### config.mk
export PLATFORM = sky130hd
export DESIGN_NAME = switch_led_ctrl
export DESIGN_NICKNAME = d
export VERILOG_FILES = /design/src/rtl/switch_led_pkg.sv /design/src/rtl/sw_debounce.sv /design/src/rtl/switch_led_ctrl.sv
export SDC_FILE = /design/constraint.sdc
export NUM_CORES = 1
export LEC_CHECK = 0
export BUFFER_PORTS_ARGS = -buffer_cell sky130_fd_sc_hd__buf_2
export CORE_MARGIN = 2
export CORE_UTILIZATION = 35
export CTS_CLUSTER_DIAMETER = 80
export DETAILED_ROUTE_END_ITERATION = 16
export PLACE_DENSITY = 0.52
export SYNTH_ARGS = -nofsm -noshare
export SYNTH_HDL_FRONTEND = slang
export SYNTH_SLANG_ARGS = --single-unit
### constraint.sdc
create_clock -name clk -period 3.89 [get_ports clk]
set_clock_uncertainty 0.1 [all_clocks]
set_input_delay 0.5835 -clock clk [delete_from_list [all_inputs] [get_ports clk]]
set_output_delay 0.5835 -clock clk [all_outputs]
set_load 0.01 [all_outputs]
### src/rtl/switch_led_pkg.sv
`default_nettype none
// ============================================================================
// Module      : switch_led_pkg
// Description : Shared types and constants for the switch/LED controller:
//               the animation mode encoding, bounce direction values, the
//               pattern reload constants and a counter-width helper.
// Ports       : none (package)
// Config      : none
// Revision    : 1.0 - initial release
// ============================================================================
package switch_led_pkg;

  // Mode is taken straight from the two lowest debounced switches.
  typedef enum logic [1:0] {
    MODE_STATIC = 2'd0,
    MODE_SHIFT  = 2'd1,
    MODE_BOUNCE = 2'd2,
    MODE_COUNT  = 2'd3
  } mode_e;

  localparam logic c_DIR_UP   = 1'b0;
  localparam logic c_DIR_DOWN = 1'b1;

  // Pattern loaded on a mode change; cast down to the LED width at the use site.
  localparam logic [31:0] c_RELOAD_ONEHOT = 32'd1;
  localparam logic [31:0] c_RELOAD_COUNT  = 32'd0;

  // Width of a counter that must hold 0..n-1 (never narrower than one bit).
  function automatic int unsigned cnt_width(input int unsigned n);
    return (n > 1) ? $clog2(n) : 1;
  endfunction

endpackage : switch_led_pkg
`default_nettype wire

### src/rtl/sw_debounce.sv
`default_nettype none
// ============================================================================
// Module      : sw_debounce
// Description : One-bit switch conditioner: two-flop synchronizer followed by
//               a stability counter. The debounced output flips only after the
//               synchronized input has disagreed with it for DEB_CYCLES
//               consecutive cycles; any agreement clears the count.
// Ports       : clk    - clock, rising edge
//               rst_n  - asynchronous active-low reset
//               raw_i  - raw asynchronous switch level
//               db_o   - debounced level
// Config      : none
// Revision    : 1.0 - initial release
// ============================================================================
module sw_debounce
  import switch_led_pkg::*;
#(
  parameter int unsigned DEB_CYCLES = 16
) (
  input  logic clk,
  input  logic rst_n,
  input  logic raw_i,
  output logic db_o
);

  localparam int unsigned     c_CW       = cnt_width(DEB_CYCLES);
  localparam logic [c_CW-1:0] c_CNT_LAST = c_CW'(DEB_CYCLES - 1);

  logic            meta_q;
  logic            sync_q;
  logic            db_q;
  logic [c_CW-1:0] cnt_q;

  always_ff @(posedge clk or negedge rst_n) begin
    if (!rst_n) begin
      meta_q <= 1'b0;
      sync_q <= 1'b0;
      db_q   <= 1'b0;
      cnt_q  <= '0;
    end else begin
      meta_q <= raw_i;
      sync_q <= meta_q;
      if (sync_q == db_q) begin
        cnt_q <= '0;
      end else if (cnt_q == c_CNT_LAST) begin
        // The disagreeing cycle that reaches the last count is the
        // DEB_CYCLES-th one, so the change is accepted here.
        db_q  <= ~db_q;
        cnt_q <= '0;
      end else begin
        cnt_q <= cnt_q + c_CW'(1);
      end
    end
  end

  assign db_o = db_q;

endmodule : sw_debounce
`default_nettype wire

### src/rtl/switch_led_ctrl.sv
`default_nettype none
// ============================================================================
// Module      : switch_led_ctrl
// Description : Debounces N_SW switches and drives N_LED LEDs. db[1:0] select
//               STATIC (db[N_SW-1:2] shown directly), SHIFT (rotating one-hot),
//               BOUNCE (one-hot ping-pong) or COUNT (binary up-counter).
//               Animations advance once per TICK_DIV clocks; any change of
//               db[1:0] reloads the pattern and restarts the tick phase.
// Ports       : clk    - clock, rising edge
//               rst_n  - asynchronous active-low reset
//               switch - [N_SW-1:0] raw switch levels
//               led    - [N_LED-1:0] registered LED drive
// Config      : SWLED_PAUSE_EN - when defined, db[2] high freezes the
//               animation (led and tick phase hold) in SHIFT/BOUNCE/COUNT.
// Revision    : 1.0 - initial release
// ============================================================================
module switch_led_ctrl
  import switch_led_pkg::*;
#(
  parameter int unsigned N_SW       = 8,
  parameter int unsigned N_LED      = 8,
  parameter int unsigned DEB_CYCLES = 16,
  parameter int unsigned TICK_DIV   = 4
) (
  input  logic             clk,
  input  logic             rst_n,
  input  logic [N_SW-1:0]  switch,
  output logic [N_LED-1:0] led
);

  localparam int unsigned     c_TW        = cnt_width(TICK_DIV);
  localparam logic [c_TW-1:0] c_TICK_LAST = c_TW'(TICK_DIV - 1);

  logic [N_SW-1:0] db;

  for (genvar gi = 0; gi < N_SW; gi++) begin : g_deb
    sw_debounce #(
      .DEB_CYCLES(DEB_CYCLES)
    ) u_deb (
      .clk  (clk),
      .rst_n(rst_n),
      .raw_i(switch[gi]),
      .db_o (db[gi])
    );
  end

  // STATIC pattern: db[N_SW-1:2] fitted to the LED width.
  logic [N_LED-1:0] static_pat;

  if (N_LED <= N_SW - 2) begin : g_static_trunc
    assign static_pat = db[N_LED+1:2];
  end else begin : g_static_ext
    assign static_pat = {{(N_LED - N_SW + 2){1'b0}}, db[N_SW-1:2]};
  end

  logic [1:0]       mode_prev_q;
  logic [c_TW-1:0]  tcnt_q, tcnt_d;
  logic             dir_q, dir_d;
  logic [N_LED-1:0] led_q, led_d;

  mode_e mode;
  logic  reload;
  logic  pause;
  logic  tick;

  assign mode   = mode_e'(db[1:0]);
  // Comparing against last cycle's mode bits catches every change exactly once.
  assign reload = (db[1:0] != mode_prev_q);

`ifdef SWLED_PAUSE_EN
  assign pause = db[2] && (mode != MODE_STATIC);
`else
  assign pause = 1'b0;
`endif

  // With TICK_DIV==1 the counter is pinned at 0 == c_TICK_LAST, so tick is constant.
  assign tick = (tcnt_q == c_TICK_LAST) && !pause;

  always_comb begin
    tcnt_d = tcnt_q;
    dir_d  = dir_q;
    led_d  = led_q;
    if (reload) begin
      // Restart phase and pattern; a tick coinciding with the change is dropped.
      tcnt_d = '0;
      dir_d  = c_DIR_UP;
      unique case (mode)
        MODE_STATIC: led_d = static_pat;
        MODE_COUNT:  led_d = N_LED'(c_RELOAD_COUNT);
        default:     led_d = N_LED'(c_RELOAD_ONEHOT);
      endcase
    end else begin
      if (!pause) begin
        tcnt_d = (tcnt_q == c_TICK_LAST) ? '0 : tcnt_q + c_TW'(1);
      end
      unique case (mode)
        MODE_STATIC: led_d = static_pat;
        MODE_SHIFT: begin
          if (tick) begin
            led_d = (led_q << 1) | (led_q >> (N_LED - 1));
          end
        end
        MODE_BOUNCE: begin
          // A single LED has nowhere to move, so it just stays lit.
          if (tick && (N_LED > 1)) begin
            if (dir_q == c_DIR_UP) begin
              if (led_q[N_LED-1]) begin
                led_d = led_q >> 1;
                dir_d = c_DIR_DOWN;
              end else begin
                led_d = led_q << 1;
              end
            end else begin
              if (led_q[0]) begin
                led_d = led_q << 1;
                dir_d = c_DIR_UP;
              end else begin
                led_d = led_q >> 1;
              end
            end
          end
        end
        MODE_COUNT: begin
          if (tick) begin
            led_d = led_q + N_LED'(1);
          end
        end
      endcase
    end
  end

  always_ff @(posedge clk or negedge rst_n) begin
    if (!rst_n) begin
      mode_prev_q <= 2'b00;
      tcnt_q      <= '0;
      dir_q       <= c_DIR_UP;
      led_q       <= '0;
    end else begin
      mode_prev_q <= db[1:0];
      tcnt_q      <= tcnt_d;
      dir_q       <= dir_d;
      led_q       <= led_d;
    end
  end

  assign led = led_q;

endmodule : switch_led_ctrl
`default_nettype wire
==> flow_metrics.py, run 1 <==
metrics = {
    "place": {
        "portBuffers": 17,
        "place.detailed.hpwl_um": 4210,
        "finalWeightedCongestion": 0.8377,
    },
    "critical_path": {
        "crit-reg2reg-capture": "led[2]",
        "crit_path_top_delay_cell": "dfrtp_1",
        "worstSetupStartpointType": "flop",
        "crit_chain": "inv_1 > ha_1 > nor3_2 > nor2_1 > o21ai_0 > a21oi_1 > o21ai_1",
        "reg2reg_from": "g_deb[0].u_deb.db_o",
        "rr_worst_depth": 7,
        "crit_arrival_ns": 2.40,
        "crit_fanout": 12,
        "critPathTopFamily": "compound AO/OA/AOI/OAI gates",
        "crit_buf_inv": 1,
        "cp_data_required_time_ns": 4.02,
        "slowest_delay_ns": 0.49,
        "crit_type": "flop to flop",
        "r2r_setup_slack_ns": 1.62,
        "endpoint_kind": "flop",
    },
    "yosys": {
        "synthAdderAreaFrac_pct": 5.880,
        "syn_area_sq_um": 3192,
        "syn_nets": 313,
        "seq_area_frac_synth_pct": 54.10,
        "synth-edff-count": 0,
        "yosys_warnings": 0,
        "synthMuxAreaShare_pct": 2.822,
        "synthSimpleGateAreaFrac_pct": 14.78,
        "async_flop_share_pct": 100.0,
        "syn_inst": 288,
        "ys_seq_elements": 69,
        "synth_xor_area_share_pct": 6.311,
        "synth_cell_types": 42,
        "synthFlopType": "dfrtp_1",
        "synth.avg_cell_area_sq_um": 11.08,
        "synth_top_family_by_area": "simple AND/OR/NAND/NOR gates",
        "synth-compound-area-share_pct": 13.21,
    },
    "clocking": {
        "cts_buffers": 9,
        "cts.clk_slew.worst_paths_ns": 0.07,
        "cts_max_level": 3,
        "post-cts-setup-buffers": 0,
        "worst_skew_pair.late_latency_ns": 0.34,
        "cts_tree": "yes",
        "cts.sinks": 69,
        "root_buffer": "clkbuf_8",
        "cts_resized": 0,
        "cts_buffer_depth": 2,
        "hold_buffers": 0,
    },
    "layout": {
        "n_antenna_cell": 0,
        "syn_to_final_growth_pct": 13.33,
        "nets": 336,
        "drive_gt1_share_pct": 16.46,
        "fin_util_pct": 41.28,
    },
    "sta": {
        "hold_slack_ns": 0.1384,
        "hold_violations": 0,
        "fin_crit_sh_pct": 58.42,
        "tns_ns": 0,
        "setup_viol": 0,
        "fmax_mhz": 440.1,
        "rsz0062_at_grt": "false",
        "max_slew_margin_pct": 60.94,
        "slew_violations": 0,
        "min_period_ns": 2.272,
        "worst_pin_slew_ns": 0.5858,
    },
    "floorplan": {
        "core_area_sq_um": 8763,
        "die_x_um": 99.50,
        "dieArea_sq_um": 9899,
        "fp.dieH_um": 99.50,
        "io_pins": 18,
        "rows": 34,
        "start_util_pct": 36.42,
    },
    "global_route": {
        "antenna_found_initial": 0,
        "grt_overflow": 0,
        "track_usage_pct": 13.44,
        "grt_pass1_wl_um": 10600,
        "grt_pass1_vias": 2193,
        "grt_max_degree": 27,
    },
    "power": {
        "p_per_area_nw_per_um2": 411.9,
        "max-vdd-ir-drop_mv": 0.2200,
        "power.share.sequential_pct": 51.8,
        "intPower_mw": 1.145,
        "cellLeakagePower_nw": 1.623,
        "clkPwrFrac_pct": 43.2,
        "swShare_pct": 23.13,
        "pwr-share-comb_pct": 5.0,
        "p_switching_mw": 0.3446,
    },
    "drt": {
        "wl_per_cell_um": 14.04,
        "vias": 2210,
        "drt-pass1-iter-count": 5,
        "drc_errors": 0,
        "vias_per_cell": 5.212,
        "ant_nets": 0,
        "wl_um": 5955,
        "drt_iter0_drc": 108,
    },
    "flow_run": {
        "maxCapViolations": 0,
    },
    "outcome": {
        "outcome": "finished, final reports clean",
    },
    "hold_path": {
        "hold_path_class": "primary input to async pin",
    },
}
==> kinds of logic (layout without fill, tap and decap cells) <==
| family | count (synthesis) | in the layout |
|---|---|---|
| AOI/OAI and AO/OA | 68 | 68 |
| xor gates and xnor gates | 23 | 23 |
| adders and majority gates | 15 | 15 |
| buffers and inverters | 23 | 51 |
| DFF | 69 | 69 |
| muxes | 8 | 8 |
| and+or+nand+nor | 82 | 82 |
==> layout make-up <==
class                   instances  area [sq um]
flip-flops and latches         69          1727
well taps                     108         135.1
repair buffers                 19         100.1
clock buffers                   9         123.9
fillers                       835          5146
inverters                      16         60.06
multi-input cells             196          1373
clock inverters                 7         98.84
==> layer usage <==
| metal | wire (um) | GRT usage [%] | vias to the layer above | share of wire [%] |
|---|---|---|---|---|
| met2 | 2654 | 19.49 | 40 | 45 |
| li1 | - | - | 1072 | - |
| met4 | 97 | 5.585 | 0 | 1.6 |
| met1 | 2953 | 18.97 | 1089 | 50 |
| met5 | 0 | 0 | - | 0 |
| met3 | 249 | 3.725 | 9 | 4.2 |
==> power by group through the flow <==
stage,clock (mW),sequential [mW],combinational [mW]
5_1_grt,0.704,0.777,0.0886
3_5_place_dp,0,0.787,0.0765
2_1_floorplan,0,0.781,0.0468
3_3_place_gp,0,0.786,0.0757
4_1_cts,0.667,0.772,0.0775
6_report,0.643,0.772,0.0747
==> metrics by stage <==
step	total power, mW	instances	cell area, sq um	setup WS, ns
floorplan	0.8277	288	3192	2.053
global placement	0.8614	408	3395	1.712
detailed placement	0.8630	408	3395	1.668
CTS	1.517	424	3617	1.654
global route	1.570	424	3617	1.431
finish	1.490	424	3617	1.618
==> cell usage after synthesis, drive strengths merged, types with 2 or more instances <==
cell / n / area (sq um)
a221o: 2 / 20.02
nor2b: 9 / 56.30
nor3b: 8 / 60.06
a31oi: 4 / 25.02
inv: 16 / 60.06
o21ai: 17 / 85.08
nand2b: 2 / 12.51
xnor2: 19 / 166.4
a21boi: 2 / 15.01
nand3: 17 / 85.08
buf: 5 / 25.02
dfrtp: 69 / 1727
mux2: 8 / 90.09
nor3: 6 / 45.04
ha: 15 / 187.7
a221oi: 3 / 26.28
nand4b: 8 / 70.07
xor2: 4 / 35.03
and3: 3 / 18.77
nand2: 12 / 47.55
clkbuf: 2 / 7.510
a21oi: 27 / 135.1
nor2: 14 / 52.55
==> registers in the layout, summed over array words and instances, names as in the netlist <==
| name | count |
|---|---|
| g_deb.u_deb.sync_q | 8 |
| g_deb.u_deb.db_o | 8 |
| tcnt_q | 2 |
| mode_prev_q | 2 |
| dir_q | 1 |
| g_deb.u_deb.meta_q | 8 |
| g_deb.u_deb.cnt_q | 32 |
| led | 8 |
==> placed cells by master, fill, tap and decap left out, types with 2 or more instances in the layout <==
cell type and instances:
o21ai_0 13, clkinv_4 2, nand2b_1 2, bufinv_16 2
nor3b_1 8, inv_1 16, xnor2_1 19, a221oi_1 3
a21boi_1 2, a221o_1 2, nor3_1 3, xor2_1 4
nand4b_1 8, a31oi_1 4, nand3_1 17, nor2_1 14
o21ai_1 4, nand2_1 11, dfrtp_1 69, a21oi_1 27
nor3_2 3, ha_1 15, clkbuf_8 9, nor2b_1 9
and3_1 3, buf_2 17, mux2_2 8, buf_4 2
==> worst max-delay path by stage <==
stage             end  slack [ns]           startpoint  depth (start not counted)
2_1_floorplan  led[1]        2.05               led[0]                          8
3_3_place_gp   led[5]        1.71  g_deb[0].u_deb.db_o                          7
3_5_place_dp   led[2]        1.67  g_deb[0].u_deb.db_o                          7
4_1_cts        led[2]        1.65  g_deb[0].u_deb.db_o                          7
5_1_grt        led[5]        1.43  g_deb[0].u_deb.db_o                          6
6_report       led[2]        1.62  g_deb[0].u_deb.db_o                          7
Note: power is estimated with default switching activity, not from simulation.
==> run 2: changes to the inputs <==
Clock period 3.89 ns to 2.2 ns, I/O delays scaled along.
==> run 2 against run 1 <==
Against the previous run: power grew 87%; largest power group unchanged; fmax grew 15%; worst setup slack lost 1.4 ns; sequential power grew 77%; highest routed layer unchanged; critical path type unchanged; largest cell class unchanged; routed wire length grew 2.1%.
==> flow_metrics.py, run 2 (synthesis gave the netlist of run 1 again) <==
metrics = {
    "layout": {
        "largest_reg_flops": 32,
        "nets": 352,
        "final_common_cell": "dfrtp_1",
        "layout_common_cells": "dfrtp_1, a21oi_1, xnor2_1, nand3_1, buf_2",
        "n_antenna_cell": 0,
        "finalInstanceArea_sq_um": 3799,
        "top_register": "g_deb.u_deb.cnt_q",
        "drive_gt1_share_pct": 18.07,
        "syn_to_final_growth_pct": 19.01,
        "instances_no_fill": 440,
    },
    "drt": {
        "drc_errors": 0,
        "vias_per_cell": 5.227,
        "wl_per_cell_um": 13.83,
        "ant_nets": 0,
        "drt_iter0_drc": 158,
        "vias": 2300,
        "drt-pass1-iter-count": 4,
        "wl_um": 6083,
    },
    "critical_path": {
        "crit-reg2reg-capture": "led[7]",
        "worstSetupEndpoint": "led[7]",
        "crit_arrival_ns": 2.16,
        "cp-startpoint": "g_deb[1].u_deb.db_o",
        "endpoint_kind": "flop",
        "r2r_setup_slack_ns": 0.22,
        "crit_type": "flop to flop",
        "crit_fanout": 8,
        "cp_data_required_time_ns": 2.38,
        "reg2reg_from": "g_deb[1].u_deb.db_o",
        "rr_worst_depth": 7,
        "worstSetupStartpointType": "flop",
    },
    "clocking": {
        "cts_buffer_depth": 2,
        "cts_max_level": 3,
        "cts.clk_slew.worst_paths_ns": 0.08,
        "cts_buffers": 9,
        "root_buffer": "clkbuf_8",
        "cts_tree": "yes",
        "cts.sinks": 69,
        "worst_skew_pair.late_latency_ns": 0.34,
        "post-cts-setup-buffers": 0,
    },
    "place": {
        "place_ws_ns": 0.2122,
        "place_area_sq_um": 3460,
        "portBuffers": 17,
        "place.detailed.hpwl_um": 4121,
        "finalWeightedCongestion": 0.8634,
        "dp_cells": 415,
    },
    "sta": {
        "fmax_mhz": 504.1,
        "setup_ws_ns": 0.2164,
        "hold_slack_ns": 0.2491,
        "max_slew_margin_pct": 70.78,
        "setup_viol": 0,
        "tns_ns": 0,
        "min_period_ns": 1.984,
        "rsz0062_at_grt": "false",
        "hold_violations": 0,
        "slew_violations": 0,
        "worst_pin_slew_ns": 0.4366,
        "fin_crit_sh_pct": 90.16,
    },
    "outcome": {
        "outcome": "finished, final reports clean",
    },
    "floorplan": {
        "dieArea_sq_um": 9899,
        "core_area_sq_um": 8763,
        "rows": 34,
        "io_pins": 18,
        "start_util_pct": 36.42,
        "fp.dieH_um": 99.50,
        "die_x_um": 99.50,
    },
    "global_route": {
        "grt_pass1_vias": 2277,
        "grt_pass1_wl_um": 10850,
        "antenna_found_initial": 0,
        "track_usage_pct": 13.94,
        "grt_max_degree": 70,
        "grt_overflow": 0,
    },
    "power": {
        "cellLeakagePower_nw": 1.720,
        "max-vdd-ir-drop_mv": 0.3094,
        "p_per_area_nw_per_um2": 734.7,
    },
    "hold_path": {
        "hold_path_class": "flop to flop",
    },
    "flow_run": {
        "maxCapViolations": 0,
    },
}
run 2: timing repair:
item	4_1_cts	5_1_grt
gates resized for setup	0	1
endpoints found under the hold margin	77	0
hold buffers	9	0
endpoints found under the setup margin	0	1
run 2: worst max-delay path, stage by stage, from the launching register on:
cell      delay [ns]
dfrtp_1         0.51
inv_1           0.12
ha_1            0.22
nor3_2          0.16
nor2_1          0.15
nor3_2          0.36
o311ai_1        0.19
nand3_1         0.11
run 2: worst min-delay path by stage:
stage / startpoint / to / slack [ns] / cells after the start
floorplan: rst_n / dir_q / -0.07 / 0
global placement: g_deb[5].u_deb.meta_q / g_deb[5].u_deb.sync_q / 0.23 / 0
detailed placement: g_deb[5].u_deb.meta_q / g_deb[5].u_deb.sync_q / 0.24 / 0
CTS: g_deb[5].u_deb.meta_q / g_deb[5].u_deb.sync_q / 0.25 / 0
global route: g_deb[5].u_deb.meta_q / g_deb[5].u_deb.sync_q / 0.26 / 0
finish: g_deb[6].u_deb.meta_q / g_deb[6].u_deb.sync_q / 0.25 / 0
run 2: per-layer routing:
layer	global-route usage, %	part of all wire, %	wire, um
met5	0	0	0
met4	6.849	2.2	136
met1	18.55	49	2971
met3	3.865	4.7	286
met2	21.00	44	2689
run 2: where the power goes:
part / leakage, nW / internal, mW / switching, mW / total (mW)
sequential: 0.902 / 1.32 / 0.0433 / 1.37
clock: 0.127 / 0.784 / 0.495 / 1.28
combinational: 0.691 / 0.0725 / 0.0739 / 0.146
run 2: area by class of cell:
cell class	count	area (sq um)
fillers	858	4965
multi-input cells	196	1375
flip-flops and latches	69	1727
clock inverters	6	108.9
repair buffers	35	255.2
well taps	108	135.1
clock buffers	10	137.6
inverters	16	60.06
run 2: through the flow:
stage | utilization (%) | total power, mW
after floorplan | - | 1.463
after global placement | 39.48 | 1.523
after detailed placement | 39.48 | 1.528
after CTS | 43.32 | 2.830
after global routing | 43.35 | 2.924
final | 43.35 | 2.791
